$ cat config.mk
export PLATFORM = sky130hd
export DESIGN_NAME = muldiv_share_unit
export DESIGN_NICKNAME = d
export VERILOG_FILES = /design/src/rtl/muldiv_share_unit.sv
export SDC_FILE = /design/constraint.sdc
export NUM_CORES = 2
export LEC_CHECK = 0
export CAP_MARGIN = 20
export CORE_MARGIN = 10
export CORE_UTILIZATION = 60
export DETAILED_ROUTE_END_ITERATION = 16
export PLACE_DENSITY = 0.79
export SLEW_MARGIN = 15
export SYNTH_ARGS = -nofsm -noshare
export SYNTH_HDL_FRONTEND = slang
export SYNTH_SLANG_ARGS = --single-unit
$ cat constraint.sdc
create_clock -name clk -period 9.45 [get_ports clk]
set_input_delay 1.89 -clock clk [delete_from_list [all_inputs] [get_ports clk]]
set_output_delay 1.89 -clock clk [all_outputs]
set_load 0.02 [all_outputs]
$ cat src/rtl/muldiv_share_unit.sv
// muldiv_share_unit
//   RV32M execute unit shared by two cores. A round-robin arbiter picks one
//   request while idle. A small FSM then runs a multi-cycle multiplier or a
//   radix-2 restoring divider and holds the result until the owning core
//   takes it.
//
// Ports (c = 0, 1)
//   clk, rst          rising-edge clock; synchronous active-low reset
//   req_valid_c       core c presents an M-op (funct3 in req_op_c)
//   req_ready_c       core c request accepted this cycle (at most one high)
//   req_a_c, req_b_c  rs1 / rs2 operands
//   req_tag_c         rd index, echoed on rsp_tag_c
//   flush_c           core c kills its pending or in-flight op
//   rsp_valid_c       result for core c available
//   rsp_ready_c       core c consumes the result
//   rsp_data_c        result value
//   rsp_tag_c         echoed tag
//   busy              unit is not idle
//   dbg_state         current FSM state, for checkers
//
// Handshake: a transfer happens on a rising edge where valid and ready are
// both high. A requester holds valid and its payload stable until it sees
// ready. The unit holds rsp_valid and the response payload stable until it
// sees rsp_ready or the owner flushes.
module muldiv_share_unit #(
  parameter int XLEN    = 32,
  parameter int MUL_LAT = 2
) (
  input  logic            clk,
  input  logic            rst,
  input  logic            req_valid_0,
  output logic            req_ready_0,
  input  logic [2:0]      req_op_0,
  input  logic [XLEN-1:0] req_a_0,
  input  logic [XLEN-1:0] req_b_0,
  input  logic [4:0]      req_tag_0,
  input  logic            flush_0,
  output logic            rsp_valid_0,
  input  logic            rsp_ready_0,
  output logic [XLEN-1:0] rsp_data_0,
  output logic [4:0]      rsp_tag_0,
  input  logic            req_valid_1,
  output logic            req_ready_1,
  input  logic [2:0]      req_op_1,
  input  logic [XLEN-1:0] req_a_1,
  input  logic [XLEN-1:0] req_b_1,
  input  logic [4:0]      req_tag_1,
  input  logic            flush_1,
  output logic            rsp_valid_1,
  input  logic            rsp_ready_1,
  output logic [XLEN-1:0] rsp_data_1,
  output logic [4:0]      rsp_tag_1,
  output logic            busy,
  output logic [1:0]      dbg_state
);

  localparam logic [1:0] S_IDLE = 2'd0;
  localparam logic [1:0] S_MUL  = 2'd1;
  localparam logic [1:0] S_DIV  = 2'd2;
  localparam logic [1:0] S_DONE = 2'd3;

  localparam int CNT_W = $clog2(XLEN + MUL_LAT);
  localparam logic [XLEN-1:0] INT_MIN = {1'b1, {(XLEN-1){1'b0}}};

  logic [1:0]      state;
  logic [CNT_W-1:0] cnt;
  logic            owner;
  logic            last_grant;
  logic [2:0]      op_q;
  logic [XLEN-1:0] a_q;    // multiplicand, or dividend/quotient shift register
  logic [XLEN-1:0] b_q;    // multiplier, or divisor magnitude
  logic [XLEN-1:0] rem_q;  // partial remainder
  logic            neg_q;  // quotient needs negation at the end
  logic            neg_r;  // remainder needs negation at the end
  logic [4:0]      tag_q;
  logic [XLEN-1:0] data_q;

  // Arbitration
  logic            elig_0, elig_1, grant_any, grant, idle, accept;
  logic [2:0]      sel_op;
  logic [XLEN-1:0] sel_a, sel_b, a_mag, b_mag;
  logic [4:0]      sel_tag;
  logic            sel_signed, a_neg, b_neg, div_by_zero, div_ovf;

  assign idle      = (state == S_IDLE);
  assign elig_0    = req_valid_0 & ~flush_0;
  assign elig_1    = req_valid_1 & ~flush_1;
  assign grant_any = elig_0 | elig_1;
  // With both eligible, the core that was not served last goes next.
  assign grant     = (elig_0 & elig_1) ? ~last_grant : elig_1;
  assign req_ready_0 = idle & grant_any & ~grant;
  assign req_ready_1 = idle & grant_any & grant;
  assign accept    = idle & grant_any;

  assign sel_op  = grant ? req_op_1  : req_op_0;
  assign sel_a   = grant ? req_a_1   : req_a_0;
  assign sel_b   = grant ? req_b_1   : req_b_0;
  assign sel_tag = grant ? req_tag_1 : req_tag_0;

  // DIV and REM (funct3 bit0 clear) are the signed divides.
  assign sel_signed  = ~sel_op[0];
  assign a_neg       = sel_signed & sel_a[XLEN-1];
  assign b_neg       = sel_signed & sel_b[XLEN-1];
  assign a_mag       = a_neg ? (~sel_a + 1'b1) : sel_a;
  assign b_mag       = b_neg ? (~sel_b + 1'b1) : sel_b;
  assign div_by_zero = (sel_b == '0);
  assign div_ovf     = sel_signed & (sel_a == INT_MIN) & (sel_b == '1);

  // Multiplier: operands extended to 2*XLEN. The low 2*XLEN bits of the
  // unsigned product equal the two's complement product.
  logic              a_ext, b_ext;
  logic [2*XLEN-1:0] mul_a, mul_b, prod;
  logic [XLEN-1:0]   mul_res;

  assign a_ext   = ((op_q == 3'd1) | (op_q == 3'd2)) & a_q[XLEN-1];
  assign b_ext   = (op_q == 3'd1) & b_q[XLEN-1];
  assign mul_a   = {{XLEN{a_ext}}, a_q};
  assign mul_b   = {{XLEN{b_ext}}, b_q};
  assign prod    = mul_a * mul_b;
  assign mul_res = (op_q[1:0] == 2'd0) ? prod[XLEN-1:0] : prod[2*XLEN-1:XLEN];

  // One restoring divide step on magnitudes
  logic [XLEN:0]   div_sh, div_diff;
  logic            take;
  logic [XLEN-1:0] rem_nxt, quot_nxt, div_res;

  assign div_sh   = {rem_q, a_q[XLEN-1]};
  assign div_diff = div_sh - {1'b0, b_q};
  assign take     = ~div_diff[XLEN];
  assign rem_nxt  = take ? div_diff[XLEN-1:0] : div_sh[XLEN-1:0];
  assign quot_nxt = {a_q[XLEN-2:0], take};
  assign div_res  = op_q[1] ? (neg_r ? (~rem_nxt + 1'b1) : rem_nxt)
                            : (neg_q ? (~quot_nxt + 1'b1) : quot_nxt);

  logic flush_own, rsp_ready_own;
  assign flush_own     = owner ? flush_1 : flush_0;
  assign rsp_ready_own = owner ? rsp_ready_1 : rsp_ready_0;

  always_ff @(posedge clk) begin
    if (!rst) begin
      state      <= S_IDLE;
      cnt        <= '0;
      owner      <= 1'b0;
      last_grant <= 1'b1;
      op_q       <= '0;
      a_q        <= '0;
      b_q        <= '0;
      rem_q      <= '0;
      neg_q      <= 1'b0;
      neg_r      <= 1'b0;
      tag_q      <= '0;
      data_q     <= '0;
    end else begin
      case (state)
        S_IDLE: begin
          if (accept) begin
            owner      <= grant;
            last_grant <= grant;
            op_q       <= sel_op;
            tag_q      <= sel_tag;
            if (!sel_op[2]) begin
              state <= S_MUL;
              cnt   <= CNT_W'(MUL_LAT - 1);
              a_q   <= sel_a;
              b_q   <= sel_b;
            end else if (div_by_zero) begin
              state  <= S_DONE;
              data_q <= sel_op[1] ? sel_a : '1;
            end else if (div_ovf) begin
              state  <= S_DONE;
              data_q <= sel_op[1] ? '0 : INT_MIN;
            end else begin
              state <= S_DIV;
              cnt   <= CNT_W'(XLEN - 1);
              a_q   <= a_mag;
              b_q   <= b_mag;
              rem_q <= '0;
              neg_q <= a_neg ^ b_neg;
              neg_r <= a_neg;
            end
          end
        end
        S_MUL: begin
          if (flush_own) begin
            state <= S_IDLE;
          end else if (cnt == '0) begin
            state  <= S_DONE;
            data_q <= mul_res;
          end else begin
            cnt <= cnt - CNT_W'(1);
          end
        end
        S_DIV: begin
          if (flush_own) begin
            state <= S_IDLE;
          end else begin
            a_q   <= quot_nxt;
            rem_q <= rem_nxt;
            if (cnt == '0) begin
              state  <= S_DONE;
              data_q <= div_res;
            end else begin
              cnt <= cnt - CNT_W'(1);
            end
          end
        end
        S_DONE: begin
          if (flush_own || rsp_ready_own) state <= S_IDLE;
        end
        default: state <= S_IDLE;
      endcase
    end
  end

  assign rsp_valid_0 = (state == S_DONE) & ~owner;
  assign rsp_valid_1 = (state == S_DONE) & owner;
  assign rsp_data_0  = data_q;
  assign rsp_data_1  = data_q;
  assign rsp_tag_0   = tag_q;
  assign rsp_tag_1   = tag_q;
  assign busy        = ~idle;
  assign dbg_state   = state;

endmodule

=== After elaboration in Yosys (flattened, before gate mapping) ===
Cells that the tools add are included.

* Output and inout bits: 81
* Memory bits (writable): 0
* Bits in latches: 0
* Memories: 0
* Register bits: 148
* Word-level logic and storage cells: 146
* Bits in read-only memories: 0

* Bitwise operators: 31
* Shift operators: 0
* Reductions and logical operators: 17
* Multipliers: 1
* Muxes and demuxes: 55
* Divide/modulo/power cells: 0
* $lt $le $gt $ge: 0
* Equality and inequality tests: 24
* Add/sub/neg operators: 6

{| class="wikitable"
|+ Operators by type and width
! operator !! number
|-
| $mux 32 || 32
|-
| $add 32x1->32 const B || 4
|-
| $not 32->32 || 4
|-
| $pmux 32 s2 || 2
|-
| $pmux 32 s3 || 1
|-
| $eq 32x32->1 const B || 2
|-
| $mul 33x33->64 || 1
|-
| $mux 6 || 6
|-
| $sub 33x32->33 || 1
|-
| $logic_not 32->1 || 1
|-
| $ne 2x2->1 const B || 11
|-
| $and 1x1->1 || 14
|-
| $pmux 6 s2 || 1
|-
| $reduce_and 6->1 || 2
|-
| $mux 2 || 5
|-
| $not 1->1 || 10
|-
| $reduce_and 5->1 || 2
|-
| $reduce_and 8->1 || 1
|-
| $logic_not 6->1 || 1
|-
| $ne 3x1->1 const B || 2
|-
| $ne 3x3->1 const B || 2
|-
| $pmux 2 s3 || 1
|-
| $sub 6x1->6 const B || 1
|-
| $mux 1 || 5
|-
| other kinds (17) || 22
|}

=== Logic depth before layout (Yosys ltp) ===
* Word-level depth: 13
* Depth in mapped cells: 34
* Mapped depth without buffers: 31

=== Worst setup path after synthesis ===
OpenSTA, ideal clock, no wires.

* Kind: reg-to-reg
* Start: register op_q[1]
* End: register data_q[31] (netlist: rsp_data_0[31])
* Arrival time: 8578 ps
* Stages on the path, launching flop included: 31
* Setup time: 132 ps
* Data required time: 9318 ps
* Period minus slack after synthesis: 8710 ps
* Buffers on the path: 2
* Slack: 740 ps
* Cells stage by stage: dfxtp_1 -> clkbuf_1 -> xnor2_1 -> nor3_1 -> clkbuf_1 -> nand2_1 -> fa_1 -> fa_1 -> inv_1 -> fa_1 -> inv_1 -> fa_1 -> inv_1 -> fa_1 -> fa_1 -> fa_1 -> inv_1 -> fa_1 -> inv_1 -> ha_1 -> nand3_1 -> or2_2 -> o21ai_0 -> nand3_1 -> a31oi_1 -> a21oi_1 -> o2111ai_1 -> xnor2_1 -> o21ai_0 -> a221oi_1 -> o221ai_1

* Cells in the longest elaborated chain, start to end: 8
* Elaborated cells between the ends (all ways): 14
* Classes of those cells: 1 x mul; 2 x eq/ne; 7 x mux; 3 x bitwise; 1 x reduce/logical

{| class="wikitable"
|+ Ends and longest elaborated chain
! what !! RTL line !! RTL
|-
| start: declaration || 69 || <nowiki>logic [2:0] op_q;</nowiki>
|-
| start signal: assignment || 159 || <nowiki>op_q <= sel_op;</nowiki>
|-
| $eq 3x1->1 / $eq 3x2->1 (equally long branches) || 115, 116 ||
|-
| $or 1x1->1 || 115 || <nowiki>assign a_ext = ((op_q == 3'd1) | (op_q == 3'd2)) & a_q[XLEN-1];</nowiki>
|-
| $and 1x1->1 || 115 ||
|-
| $mul 33x33->64 || 119 || <nowiki>assign prod = mul_a * mul_b;</nowiki>
|-
| $mux 32 || 120 || <nowiki>assign mul_res = (op_q[1:0] == 2'd0) ? prod[XLEN-1:0] : prod[2*XLEN-1:XLEN];</nowiki>
|-
| $mux 32 || 186 || <nowiki>end else if (cnt == '0) begin</nowiki>
|-
| $mux 32 || 184 || <nowiki>if (flush_own) begin</nowiki>
|-
| $pmux 32 s3 * || 154 || <nowiki>case (state)</nowiki>
|-
| end signal: assignment || 168 || <nowiki>data_q <= sel_op[1] ? sel_a : '1;</nowiki>
|-
| end signal: assignment || 188 || <nowiki>data_q <= mul_res;</nowiki>
|-
| end signal: assignment || 201 || <nowiki>data_q <= div_res;</nowiki>
|-
| end: declaration || 76 || <nowiki>logic [XLEN-1:0] data_q;</nowiki>
|}

Mark *: on every way between the ends. The rest lies on a longest branch, timed or not. The select of a mux whose other input is x is not followed.
A chain may end at the register's enable or synchronous reset.

=== Worst setup path after layout ===
* Start: register b_q[3]
* End: register data_q[7] (netlist: rsp_data_0[7])

* Cells in the longest elaborated chain, start to end: 9
* Elaborated cells between the ends (all ways): 17
* Classes of those cells: 3 x add/sub; 1 x mul; 10 x mux; 3 x bitwise

{| class="wikitable"
|+ Ends and longest elaborated chain
! what !! RTL line !! RTL
|-
| start: declaration || 71 || <nowiki>logic [XLEN-1:0] b_q;</nowiki>
|-
| start signal: assignment || 165 || <nowiki>b_q <= sel_b;</nowiki>
|-
| start signal: assignment || 176 || <nowiki>b_q <= b_mag;</nowiki>
|-
| $sub 33x32->33 || 128 || <nowiki>assign div_diff = div_sh - {1'b0, b_q};</nowiki>
|-
| $mux 32 / $not 1->1 (equally long branches) || 130, 129 ||
|-
| $not 32->32 (on tied branches) || 132, 133 ||
|-
| $add 32x1->32 (on tied branches) || 132, 133 ||
|-
| $mux 32 (on tied branches) || 132, 133 ||
|-
| $mux 32 || 132 || <nowiki>assign div_res = op_q[1] ? (neg_r ? (~rem_nxt + 1'b1) : rem_nxt)</nowiki>
|-
| $mux 32 || 199 || <nowiki>if (cnt == '0) begin</nowiki>
|-
| $mux 32 || 194 || <nowiki>if (flush_own) begin</nowiki>
|-
| $pmux 32 s3 * || 154 ||
|-
| end signal: assignment || 168 ||
|-
| end signal: assignment || 171 || <nowiki>data_q <= sel_op[1] ? '0 : INT_MIN;</nowiki>
|-
| end signal: assignment || 201 ||
|}

Marks and branches as above.

==> qor.csv <==
metric,value,unit
fin_area,56000,um2
areaGrowthSynthToFinish,7.81,%
syn_area,51900,um2
dieArea,98700,um2
synth_ff_type,dfxtp_1,
dp_hpwl,151000,um
hold_ws,0.474,ns
cts_sinks,148,
wl,183000,um
num_rows,107,
place.gp.congestion,1.07,
ys_top_cells_by_area,"fa_1, inv_1, nand2_1",
hold_viol_final,0,
drive_above_1_share,4.13,%
syn-mean-instance-area,8.33,um2
grtUsageTotal,37.4,%
rsz0062_at_grt,no,
yosys_warnings,0,
clk_pin_slew_worst_paths,0.08,ns
fp.dieH,314,um
core_area,85500,um2
cts-buffers-inserted,17,
outcome,"finished, final reports clean",
clock_skew,0.0252,ns
vdd_drop_max,0.000311,V
min_period,9.36,ns
synthCells,6236,
p_per_area,292,nW/um2
first_pass_iters,7,
cp.required,9.82,ns
slew_viol_final,0,
synth_seq_area_share,5.71,%
wl_per_cell,24.8,um
r2r_slack,0.09,ns
clk_latency,0.48,ns
p_total,16.4,mW
drv_cap,0,
first_global_vias,46900,
drc,0,
cts_htree_levels,4,
place_area,55300,um2
clock.fmax,107,MHz
setup_tns,0,ns
ant_nets,0,
critical_path_arrival,9.73,ns
worstPathMaxFanout,18,
maxSlewHeadroom,18.1,%
ys_ff_latch,148,
synth_cell_types,93,
cts_max_path_buffers,2,
critPathKind,flop to flop,
setup_viol_count_final,0,
drtIter0Drc,5933,
grt_max_degree,83,
synth_top_area_share,43.4,%
dr_total_vias,45500,
fin_crit_sh,99.0,%
start_kind,flop,
grt_antenna_before_repair,13,
die_w,314,um
synth_top_area_cell,fa_1,
grt.overflow.total,0,
async_reset_ff_share,0,%
worstMarginPinSlew,1.22,ns
pin_count,233,
syn_nets,7772,
post-route-util,65.4,%
viasPerCell,6.16,
synth_edf_count,0,
cts_tree,yes,
cp-end-kind,flop,
cts_root_buffer,clkbuf_16,
grt_pass1_wl,282000,um
worstHoldPathType,flop to flop,
io_buffer_count,232,
nets,7763,
p_leak,25.8,nW
start_util,60.7,%
state kept, by name (all words and copies together) (netlist names):
name,count
neg_q,1
neg_r,1
rsp_tag_0,5
owner,1
cnt,6
dbg_state,2
last_grant,1
rem_q,32
b_q,32
rsp_data_0,32
op_q,3
a_q,32
kinds of logic (layout without fill, tap and decap cells):
logic type	count (synthesis)	count (layout)	share of synthesized area (%)
muxes	96	96	1.86
DFF	148	148	5.71
AOI/OAI and AO/OA	803	803	9.82
other	0	6	0
adders and majority gates	1384	1384	49.6
xor gates and xnor gates	211	211	3.57
buffers and inverters	1670	1674	12.4
and+or+nand+nor	1924	1924	17.0
synth_stat cells (all sizes together), types with 60 or more instances:
cell type and number:
ha 258, o21ai 160, fa 1126, buf 117, nor2 298, mux2i 90, xnor2 126, dfxtp 148
and2 282, a211oi 60, clkbuf 315, a21oi 286, inv 1235, nand2 969, xor2 85, nand3 79
through the flow:
stage	cells	worst slack, ns
final	7390	0.0930
after global routing	7386	0.000743
after CTS	7383	0.0383
after detailed placement	7351	0.0783
after global placement	7349	0.197
after floorplan	6236	0.740
layout by cell type (no fill, tap or decap), types with 18 or more instances in the layout:
cell type	count
inv_1	1233
fa_1	1126
nand2_1	968
nor2_1	294
a21oi_1	286
and2_1	281
ha_1	257
clkdlybuf4s50_1	232
buf_4	166
o21ai_0	147
dfxtp_1	141
xnor2_1	126
mux2i_1	90
xor2_1	84
nand3_1	79
a211oi_1	60
nor3_1	52
a21o_1	48
nand4_1	43
or3_1	36
nor4_1	35
o31ai_1	35
o21a_1	23
a31oi_1	23
nand2b_1	20
nor2b_1	18
a221oi_1	18
worst max-delay path, stage by stage (launching register included):
cell,delay (ns)
dfxtp_1,0.91
buf_4,0.41
nand2_1,0.13
fa_1,0.54
fa_1,0.50
inv_1,0.06
fa_1,0.50
fa_1,0.55
inv_1,0.05
fa_1,0.50
fa_1,0.59
inv_1,0.06
fa_1,0.40
fa_1,0.48
ha_1,0.37
a21o_1,0.20
nor4bb_1,0.36
buf_4,0.20
o311a_1,0.29
o31ai_1,0.18
a311oi_1,0.35
xor2_1,0.29
o21ai_0,0.15
a221oi_1,0.74
o21ai_1,0.19
a22o_1,0.25
per-layer routing:
metal	GRT usage [%]	wire length (um)	up-vias	part of all wire [%]
met5	0	79	-	0.043
met4	17.0	10800	14	5.9
met3	11.1	24400	635	13
met2	56.9	80000	2975	44
met1	49.0	67800	22800	37
li1	-	-	19100	-
final timing paths:
| check | end | cells after the start | startpoint |
|---|---|---|---|
| worst max-delay path | rsp_data_0[7]$_SDFFE_PN0P_ | 25 | b_q[3]$_SDFFE_PN0P_ |
| worst min register to register | cnt[1]$_SDFFE_PN0P_ | 2 | cnt[1]$_SDFFE_PN0P_ |
| worst min-delay path | cnt[1]$_SDFFE_PN0P_ | 2 | cnt[1]$_SDFFE_PN0P_ |
| worst max register to register | rsp_data_0[7]$_SDFFE_PN0P_ | 25 | b_q[3]$_SDFFE_PN0P_ |
area by class of cell:
class	count	area (um2)
tap	1144	1430
clock buffer	19	443
sequential	148	2970
timing repair buffer	404	3680
clock inverter	13	196
inverter	1238	4650
antenna	6	15.0
fill	7162	29600
multi-input combinational	4418	42600
where the power goes:
part,switching (mW),internal (mW)
clock,0.342,0.454
combinational,9.36,4.93
sequential,0.509,0.770
total,10.2,6.15
what timing repair did:
item	4_1_cts	5_1_grt
setup buffers	0	0
resized for setup	0	3
endpoints found under the setup margin	0	10
hold buffers	0	0
Note: power is estimated with default switching activity, not from simulation.
